[src/rtl/serial_mult_param_if.sv]
`default_nettype none
// ============================================================================
// serial_mult_param_if : framed serial input / product output bundle
// Rev 1.0
// ============================================================================
interface serial_mult_param_if #(
  parameter int W = 16
);
  logic           start;
  logic           signed_mode;
  logic           in_bit;
  logic           in_valid;
  logic           in_ready;
  logic [2*W-1:0] prod;
  logic           prod_valid;
  logic           err;
  logic           busy;

  modport master (
    output start, signed_mode, in_bit, in_valid,
    input  in_ready, prod, prod_valid, err, busy
  );

  modport slave (
    input  start, signed_mode, in_bit, in_valid,
    output in_ready, prod, prod_valid, err, busy
  );
endinterface
`default_nettype wire

[src/rtl/serial_mult_param.sv]
`default_nettype none
// ============================================================================
// serial_mult_param : bit-serial shift-and-add multiplier, framed length field
// Rev 1.0
// ============================================================================
module serial_mult_param #(
  parameter int W     = 16,
  parameter int LEN_W = $clog2(W + 1)
) (
  input  logic               clk,
  input  logic               rst,
  serial_mult_param_if.slave bus
);

  localparam logic [2:0] S_IDLE = 3'd0;
  localparam logic [2:0] S_LEN  = 3'd1;
  localparam logic [2:0] S_MPLR = 3'd2;
  localparam logic [2:0] S_MCND = 3'd3;
  localparam logic [2:0] S_DONE = 3'd4;

  localparam logic [LEN_W-1:0] c_LEN_LAST = LEN_W'(LEN_W - 1);
  localparam logic [LEN_W-1:0] c_W_MAX    = LEN_W'(W);
  localparam logic [LEN_W-1:0] c_ONE      = LEN_W'(1);

  logic [2:0]       r_state;
  logic [LEN_W-1:0] r_cnt;
  logic [LEN_W-1:0] r_len;
  logic             r_signed;
  logic [W-1:0]     r_mplr;
  logic [2*W-1:0]   r_mplr_ext;
  logic [2*W-1:0]   r_acc;
  logic [2*W-1:0]   r_prod;
  logic             r_prod_valid;
  logic             r_err;

  logic             w_in_ready;
  logic             w_accept;
  logic             w_last_bit;
  logic [LEN_W-1:0] w_len_shift;
  logic [W-1:0]     w_mplr_bits;
  logic [2*W-1:0]   w_mplr_ext;
  logic [2*W-1:0]   w_term;
  logic [2*W-1:0]   w_acc_next;

  assign w_in_ready  = (r_state == S_LEN) || (r_state == S_MPLR) || (r_state == S_MCND);
  assign w_accept    = bus.in_valid & w_in_ready;
  assign w_last_bit  = (r_cnt == (r_len - c_ONE));
  assign w_len_shift = {bus.in_bit, r_len[LEN_W-1:1]};

  // Multiplier bits land at their own index; bits at and above len are the sign.
  assign w_mplr_bits = r_mplr | ({{(W-1){1'b0}}, bus.in_bit} << r_cnt);
  assign w_mplr_ext  = {{W{1'b0}}, w_mplr_bits} |
                       ((r_signed & bus.in_bit) ? ({(2*W){1'b1}} << r_len) : '0);

  assign w_term = r_mplr_ext << r_cnt;

  // The multiplicand MSB carries negative weight in two's complement.
  always_comb begin
    w_acc_next = r_acc;
    if (bus.in_bit) begin
      if (r_signed && w_last_bit) begin
        w_acc_next = r_acc - w_term;
      end else begin
        w_acc_next = r_acc + w_term;
      end
    end
  end

  always_ff @(posedge clk) begin
    if (rst) begin
      r_state      <= S_IDLE;
      r_cnt        <= '0;
      r_len        <= '0;
      r_signed     <= 1'b0;
      r_mplr       <= '0;
      r_mplr_ext   <= '0;
      r_acc        <= '0;
      r_prod       <= '0;
      r_prod_valid <= 1'b0;
      r_err        <= 1'b0;
    end else begin
      r_prod_valid <= 1'b0;
      r_err        <= 1'b0;
      if (bus.start) begin
        // Start from any state begins a fresh frame and silently drops the old one.
        r_state    <= S_LEN;
        r_cnt      <= '0;
        r_len      <= '0;
        r_mplr     <= '0;
        r_mplr_ext <= '0;
        r_acc      <= '0;
        r_signed   <= bus.signed_mode;
      end else begin
        case (r_state)
          S_IDLE: r_state <= S_IDLE;
          S_LEN: begin
            if (w_accept) begin
              r_len <= w_len_shift;
              if (r_cnt == c_LEN_LAST) begin
                r_cnt <= '0;
                if ((w_len_shift == '0) || (w_len_shift > c_W_MAX)) begin
                  r_err   <= 1'b1;
                  r_state <= S_IDLE;
                end else begin
                  r_state <= S_MPLR;
                end
              end else begin
                r_cnt <= r_cnt + c_ONE;
              end
            end
          end
          S_MPLR: begin
            if (w_accept) begin
              r_mplr <= w_mplr_bits;
              if (w_last_bit) begin
                r_mplr_ext <= w_mplr_ext;
                r_cnt      <= '0;
                r_state    <= S_MCND;
              end else begin
                r_cnt <= r_cnt + c_ONE;
              end
            end
          end
          S_MCND: begin
            if (w_accept) begin
              r_acc <= w_acc_next;
              if (w_last_bit) begin
                r_prod       <= w_acc_next;
                r_prod_valid <= 1'b1;
                r_state      <= S_DONE;
              end else begin
                r_cnt <= r_cnt + c_ONE;
              end
            end
          end
          S_DONE:  r_state <= S_IDLE;
          default: r_state <= S_IDLE;
        endcase
      end
    end
  end

  assign bus.in_ready   = w_in_ready;
  assign bus.prod       = r_prod;
  assign bus.prod_valid = r_prod_valid;
  assign bus.err        = r_err;
  assign bus.busy       = (r_state != S_IDLE);

endmodule
`default_nettype wire

[src/flat_wrapper.sv]
// flat-port wrapper written by rule: the top's interface ports become plain ports
module serial_mult_param_flat 
#(
  parameter int W     = 16,
  parameter int LEN_W = $clog2(W + 1)
)
  (clk, rst, bus_start, bus_signed_mode, bus_in_bit, bus_in_valid, bus_in_ready, bus_prod, bus_prod_valid, bus_err, bus_busy);
  serial_mult_param_if #(.W(W)) bus_i ();
  input  logic clk;
  input  logic rst;
  input wire logic [$bits(bus_i.start)-1:0] bus_start;
  input wire logic [$bits(bus_i.signed_mode)-1:0] bus_signed_mode;
  input wire logic [$bits(bus_i.in_bit)-1:0] bus_in_bit;
  input wire logic [$bits(bus_i.in_valid)-1:0] bus_in_valid;
  output wire logic [$bits(bus_i.in_ready)-1:0] bus_in_ready;
  output wire logic [$bits(bus_i.prod)-1:0] bus_prod;
  output wire logic [$bits(bus_i.prod_valid)-1:0] bus_prod_valid;
  output wire logic [$bits(bus_i.err)-1:0] bus_err;
  output wire logic [$bits(bus_i.busy)-1:0] bus_busy;
  assign bus_i.start = bus_start;
  assign bus_i.signed_mode = bus_signed_mode;
  assign bus_i.in_bit = bus_in_bit;
  assign bus_i.in_valid = bus_in_valid;
  assign bus_in_ready = bus_i.in_ready;
  assign bus_prod = bus_i.prod;
  assign bus_prod_valid = bus_i.prod_valid;
  assign bus_err = bus_i.err;
  assign bus_busy = bus_i.busy;
  serial_mult_param #(.W(W), .LEN_W(LEN_W)) u_core (.clk(clk), .rst(rst), .bus(bus_i));
endmodule
[config.mk]
export PLATFORM = sky130hd
export DESIGN_NAME = serial_mult_param_flat
export DESIGN_NICKNAME = d
export VERILOG_FILES = /design/src/rtl/serial_mult_param_if.sv /design/src/rtl/serial_mult_param.sv /design/src/flat_wrapper.sv
export SDC_FILE = /design/constraint.sdc
export NUM_CORES = 1
export LEC_CHECK = 0
export CAP_MARGIN = 20
export CORE_MARGIN = 2
export CORE_UTILIZATION = 65
export CTS_CLUSTER_DIAMETER = 30
export CTS_CLUSTER_SIZE = 12
export DETAILED_ROUTE_END_ITERATION = 8
export MAX_ROUTING_LAYER = met4
export PLACE_DENSITY = 0.94
export SETUP_SLACK_MARGIN = 0.3
export SLEW_MARGIN = 0
export SYNTH_ARGS = -nofsm -noshare
export SYNTH_HDL_FRONTEND = slang
export SYNTH_SLANG_ARGS = --single-unit
[constraint.sdc]
create_clock -name clk -period 12.15 [get_ports clk]
set_input_delay 1.215 -clock clk [delete_from_list [all_inputs] [get_ports clk]]
set_output_delay 1.215 -clock clk [all_outputs]
set_load 0.05 [all_outputs]
# ---- After elaboration in Yosys (flattened, before gate mapping)
# Index checks and enable logic that the tools add are counted.
# W data, S select, Z words.
dict set report op_classes {
  mux 21
  n_shift 3
  bitwise 9
  reduce_logical 18
  n_eq_ne 18
  magnitude_cmp 1
  addsub 4
}
# op n
set op_table {}
lappend op_table {{$mux W32} 3}
lappend op_table {{$add A32 B32 Y32} 1}
lappend op_table {{$or A16 B32 Y32} 1}
lappend op_table {{$shl A32 B5 Y32} 1}
lappend op_table {{$shl A32 B5 Y32 const A} 1}
lappend op_table {{$sub A32 B32 Y32} 1}
lappend op_table {{$mux W5} 6}
lappend op_table {{$mux W3} 6}
lappend op_table {{$or A16 B16 Y16} 1}
lappend op_table {{$shl A1 B5 Y16} 1}
lappend op_table {{$ne A3 B2 Y1 const B} 5}
lappend op_table {{$pmux W5 S3} 1}
lappend op_table {{$reduce_and A6 Y1} 2}
lappend op_table {{$ne A2 B1 Y1 const B} 5}
lappend op_table {{$pmux W3 S3} 1}
lappend op_table {{$eq A3 B2 Y1 const B} 2}
lappend op_table {{$reduce_and A2 Y1} 3}
lappend op_table {{$reduce_bool A3 Y1} 2}
lappend op_table {{$add A5 B1 Y5 const B} 1}
lappend op_table {{$eq A5 B3 Y1 const B} 1}
lappend op_table {{$eq A5 B5 Y1} 1}
lappend op_table {{$gt A5 B5 Y1 const B} 1}
lappend op_table {{$logic_not A5 Y1} 1}
lappend op_table {{$not A1 Y1} 5}
lappend op_table {{15 further kinds} 21}
dict set report word_totals {
  output_inout_bits 36
  inputBits 6
  wordCells 85
  ff_bits 128
}

# ---- Depth between registers and ports, before layout
dict set report logic_depth {
  depth_word 7
  mapped_depth 26
  ltp_nobuf 23
}

# ---- Least setup slack after synthesis
# Ideal clock, no wire load.
dict set report synth_timing {
  path_kind {register to register}
  start {register u_core.r_cnt[3]}
  end {register u_core.r_acc[31]}
  setup_ns 0.116
  period_less_slack_ns 4.958
  arrival_time_ns 4.842
  path_stages_with_launch 24
  t_required_ns 12.034
  path_buffers 4
  path_slack_ns 7.192
  cell_sequence {dfxtp_1 -> clkbuf_1 -> clkbuf_1 -> xnor2_1 -> xnor2_1 -> o31ai_1 -> o2111ai_1 -> nor2_1 -> clkbuf_1 -> nor2_1 -> xnor2_1 -> ha_1 -> clkbuf_1 -> a221o_1 -> a31oi_1 -> o21ai_1 -> a32oi_1 -> o21a_1 -> nor4_1 -> o41ai_1 -> nand3_1 -> mux2i_2 -> a21oi_1 -> a31o_1}
}
dict set report synth_between {
  elab_chain_cells 4
  elab_cells_between_ends 7
  classes_between {2 x add/sub; 1 x eq/ne; 1 x shift; 2 x mux; 1 x reduce/logical}
}
# item line_no
set synth_lines {}
lappend synth_lines {{start, declared} serial_mult_param.sv:26} ;# logic [LEN_W-1:0] r_cnt;
lappend synth_lines {{start signal, assigned} serial_mult_param.sv:108} ;# r_cnt <= r_cnt + c_ONE;
lappend synth_lines {{start signal, assigned} serial_mult_param.sv:120} ;# r_cnt <= r_cnt + c_ONE;
lappend synth_lines {{start signal, assigned} serial_mult_param.sv:132} ;# r_cnt <= r_cnt + c_ONE;
lappend synth_lines {{$shl A32 B5 Y32 / $eq A5 B5 Y1 (equally long branches)} {serial_mult_param.sv:55, serial_mult_param.sv:47}}
lappend synth_lines {{$add A32 B32 Y32 (tied with other cells)} serial_mult_param.sv:64} ;# w_acc_next = r_acc + w_term;
lappend synth_lines {{$mux W32 (*)} serial_mult_param.sv:61} ;# if (r_signed && w_last_bit) begin
lappend synth_lines {{$mux W32 (*)} serial_mult_param.sv:60} ;# if (bus.in_bit) begin
lappend synth_lines {{end signal, assigned} serial_mult_param.sv:126} ;# r_acc <= w_acc_next;
lappend synth_lines {{end, declared} serial_mult_param.sv:31} ;# logic [2*W-1:0] r_acc;
# Every way passes the cells marked *; elsewhere a longest branch is shown, timed or not.
# A chain may end at the register's enable or synchronous reset.

# ---- Worst setup path after layout
dict set report layout_timing {
  start {register u_core.r_cnt[1]}
  end {register u_core.r_acc[31]}
}
# The elaborated chain is that of the path after synthesis.

==> flow_metrics.py <==
metrics = {
    "clock_tree": {
        "post_cts.repair.setup_buffers": 0,
        "clockRootBuffer": "clkbuf_16",
        "hold_buffers": 0,
        "numCtsBuffers": 17,
        "cts_sinks": 128,
        "post_cts_resized": 0,
        "insertion_delay_ns": 0.45,
        "clk_pin_slew_ns": 0.06,
        "htreeDepth": 4,
        "cts_tree": "built",
        "cts_buffer_depth": 2,
    },
    "drt": {
        "antenna_left": 0,
        "wl_um": 27100,
        "viasPerCell": 6.80,
        "vias": 9473,
        "drtIter0Drc": 1291,
        "post_drt_wl_per_cell_um": 19.5,
        "drc": 0,
        "dr.pass1.iters": 6,
    },
    "synthesis": {
        "yosys_warnings": 0,
        "synth_nets": 1250,
        "syn-cell-area_mm2": 0.00973,
        "yosys_register_bits": 128,
        "post_synth.cell_area_avg_um2": 8.06,
        "synth_cells": 1206,
        "async_reset_ff_share_pct": 0,
        "synth_flop_cell": "dfxtp_1",
        "synth_seq_area_share_pct": 26.3,
        "synth_cell_types": 83,
        "synth_edf_count": 0,
    },
    "placement": {
        "dp_slack_ns": 6.08,
        "hpwl_um": 18600,
        "portBuffers": 41,
        "place.gp.congestion": 1.00,
    },
    "critical_path": {
        "startpoint": "u_core.r_cnt[1]",
        "rrSetupSlack_ns": 6.00,
        "r2r-end": "u_core.r_acc[31]",
        "cp-start-kind": "flop",
        "critPathMaxFanout": 45,
        "crit_slowest_cell": "buf_4",
        "timing.critical_path.buf_inv": 1,
        "cp.arrival_ns": 6.49,
        "worst-setup-path-type": "flop to flop",
        "crit_path_max_incr_delay_ns": 0.54,
        "crit_family": "compound AO/OA/AOI/OAI gates",
        "reg2reg_depth": 21,
        "path_cells": "buf_4 > mux2_2 > mux4_2 > and2_1 > nor4_1 > nand2_1 > a21oi_1 > nor2_1 > xnor2_1 > ha_1 > a221o_1 > a31oi_1 > o21ai_1 > a32oi_1 > o21a_1 > nor4_1 > o41ai_1 > nand3_1 > mux2i_2 > a21oi_1 > a31o_1",
        "crit_path_end_kind": "flop",
        "worstPathRequired_ns": 12.49,
        "r2r-start": "u_core.r_cnt[1]",
    },
    "run_status": {
        "status": "completed",
    },
    "timing": {
        "relSlewSlack_pct": 26.6,
        "setup_ws_ns": 6.00,
        "fin_setup_tns_ns": 0,
        "fin_crit_sh_pct": 50.6,
        "fin_skew_ns": 0.0104,
        "max_freq_mhz": 163,
        "finalMaxSlewViolations": 0,
        "fin_crit_ns": 6.15,
        "tightest_slew_ns": 1.10,
        "rsz0062_at_grt": "no",
        "hold_viol_final": 0,
        "setup_viol_count_final": 0,
    },
    "cells_and_area": {
        "fin_nets": 1240,
        "drive_above_1_share_pct": 9.51,
        "syn_to_final_growth_pct": 9.71,
        "antenna_cells": 0,
        "fillers": 1073,
    },
    "die": {
        "rows": 44,
        "start_util_pct": 66.7,
        "core_area_mm2": 0.0146,
        "ioPinCount": 42,
        "die_y_um": 126,
        "die_area_mm2": 0.0160,
        "fp.dieW_um": 126,
    },
    "worst_hold_path": {
        "whs_path_depth": 2,
        "min-delay-start": "u_core.bus.prod[1]",
        "worstHoldEndpoint": "u_core.bus.prod[1]",
        "hp-class": "flop to flop",
    },
    "global_route": {
        "grt_max_degree": 61,
        "grt_pass1_wl_um": 44100,
        "antenna_found_initial": 0,
        "grt_pass1_vias": 8773,
        "grt_overflow_total": 0,
        "grt.total_usage_pct": 35.0,
    },
    "pwr": {
        "p_leak_nw": 3.83,
        "irDropWorstVdd_v": 0.000107,
        "powerDensity_mw_per_mm2": 91.5,
    },
    "run": {
        "cap_violations": 0,
    },
}
-- registers in the layout, indices dropped and copies added, names as in the netlist --
register / flops
u_core.r_mplr_ext: 32
u_core.bus.prod: 32
u_core.r_cnt: 5
u_core.bus.prod_valid: 1
u_core.r_state: 3
u_core.r_mplr: 16
u_core.bus.err: 1
u_core.r_len: 5
u_core.r_signed: 1
u_core.r_acc: 32
-- per-layer routing --
metal	part of all wire [%]	up-vias	track usage [%]
met5	0	-	-
met4	4.8	0	17.6
met3	8.1	122	5.82
met2	47	561	56.7
met1	40	4400	42.4
li1	-	4390	-
-- cells in the mapped netlist, types with 5 or more instances --
master      n  share of area [%]
nor2_1    177                6.8
dfxtp_1   128                 26
nand2_1   108                4.2
a21oi_1    89                4.6
clkbuf_1   62                2.4
mux2i_1    60                6.2
o21ai_0    52                2.7
a211oi_1   43                3.3
xnor2_1    42                3.8
ha_1       37                4.8
nor3_1     32                1.6
mux4_2     31                7.2
nand3_1    25                1.3
inv_1      22               0.85
a22oi_1    20                1.5
xor2_1     19                1.7
nor2b_1    18                1.2
nand2b_1   15               0.96
a21o_1     14                1.1
a31oi_1    14               0.90
and2_1     14               0.90
mux2_2     11                1.3
nor4_1     10               0.64
a221oi_1    9               0.81
o21a_1      8               0.62
buf_6       7               0.81
o22ai_1     7               0.45
or3_1       7               0.45
and3_1      6               0.39
buf_1       6               0.23
buf_2       6               0.31
o31ai_1     6               0.46
or2_2       6               0.39
nor3b_1     5               0.39
o211ai_1    5               0.39
o21bai_1    5               0.39
-- cells by family after synthesis --
logic type               synth area share, %
AND/OR/NAND/NOR                         21.4
buffers and inverters                   5.26
multiplexers                            15.3
adder cells (fa/ha/maj)                 4.97
flip-flops                              26.3
XOR/XNOR                                5.49
AO/OA/AOI/OAI                           21.2
-- cells in the final DEF (no fill, tap or decap), types with 37 or more instances in the layout --
cell             netlist  layout
clkdlybuf4s50_1        0      40
o21ai_0               52      52
a21oi_1               89      89
mux2i_1               60      60
nand2_1              108     108
xnor2_1               42      42
ha_1                  37      37
a211oi_1              43      43
dfxtp_1              128     125
nor2_1               177     176
-- area by class of cell --
type | instances | area (um^2) | area share [%]
Timing Repair Buffer | 57 | 526 | 4.92
Sequential cell | 128 | 2570 | 24.1
Inverter | 24 | 90.1 | 0.844
Multi-Input combinational cell | 968 | 6660 | 62.5
Tap cell | 184 | 230 | 2.16
Clock buffer | 24 | 492 | 4.61
Clock inverter | 8 | 103 | 0.962
-- through the flow --
stage	area, um^2	std cells	hold slack (ns)	util, %	power [mW]
detailed placement	10100	1361	0.448	69.1	0.462
CTS	10700	1393	0.457	73.1	0.979
finish	10700	1393	0.455	73.1	0.976
floorplan	9730	1206	0.432	-	0.456
global placement	10100	1361	0.440	69.1	0.462
global route	10700	1393	0.471	73.1	0.999
-- worst reg2reg max path: cells and delay by family (launching register included) --
family                     cells  cell delay [ns]
AOI/OAI and AO/OA              9             2.30
xor gates and xnor gates       1             0.14
adders and majority gates      1             0.39
buffers and inverters          1             0.54
DFF                            1             0.45
muxes                          3             1.19
and+or+nand+nor                6             1.07
-- where the power goes --
group          total (mW)  internal [mW]  switching (mW)  leakage, nW
Combinational      0.0325         0.0110          0.0215         2.51
Sequential          0.422          0.420         0.00120         1.03
Clock               0.522          0.324           0.198        0.287
Total               0.976          0.755           0.221         3.83
-- how the worst max path moves through the flow --
stage | endpoint | slack [ns] | cells after the start
6_report | u_core.r_acc[31] | 6.00 | 21
5_1_grt | u_core.bus.prod[31] | 5.50 | 21
3_3_place_gp | u_core.r_acc[31] | 6.30 | 21
2_1_floorplan | u_core.r_acc[31] | 7.19 | 23
4_1_cts | u_core.r_acc[31] | 6.06 | 21
3_5_place_dp | u_core.r_acc[31] | 6.08 | 21
Power figures use the tool's default switching activity.
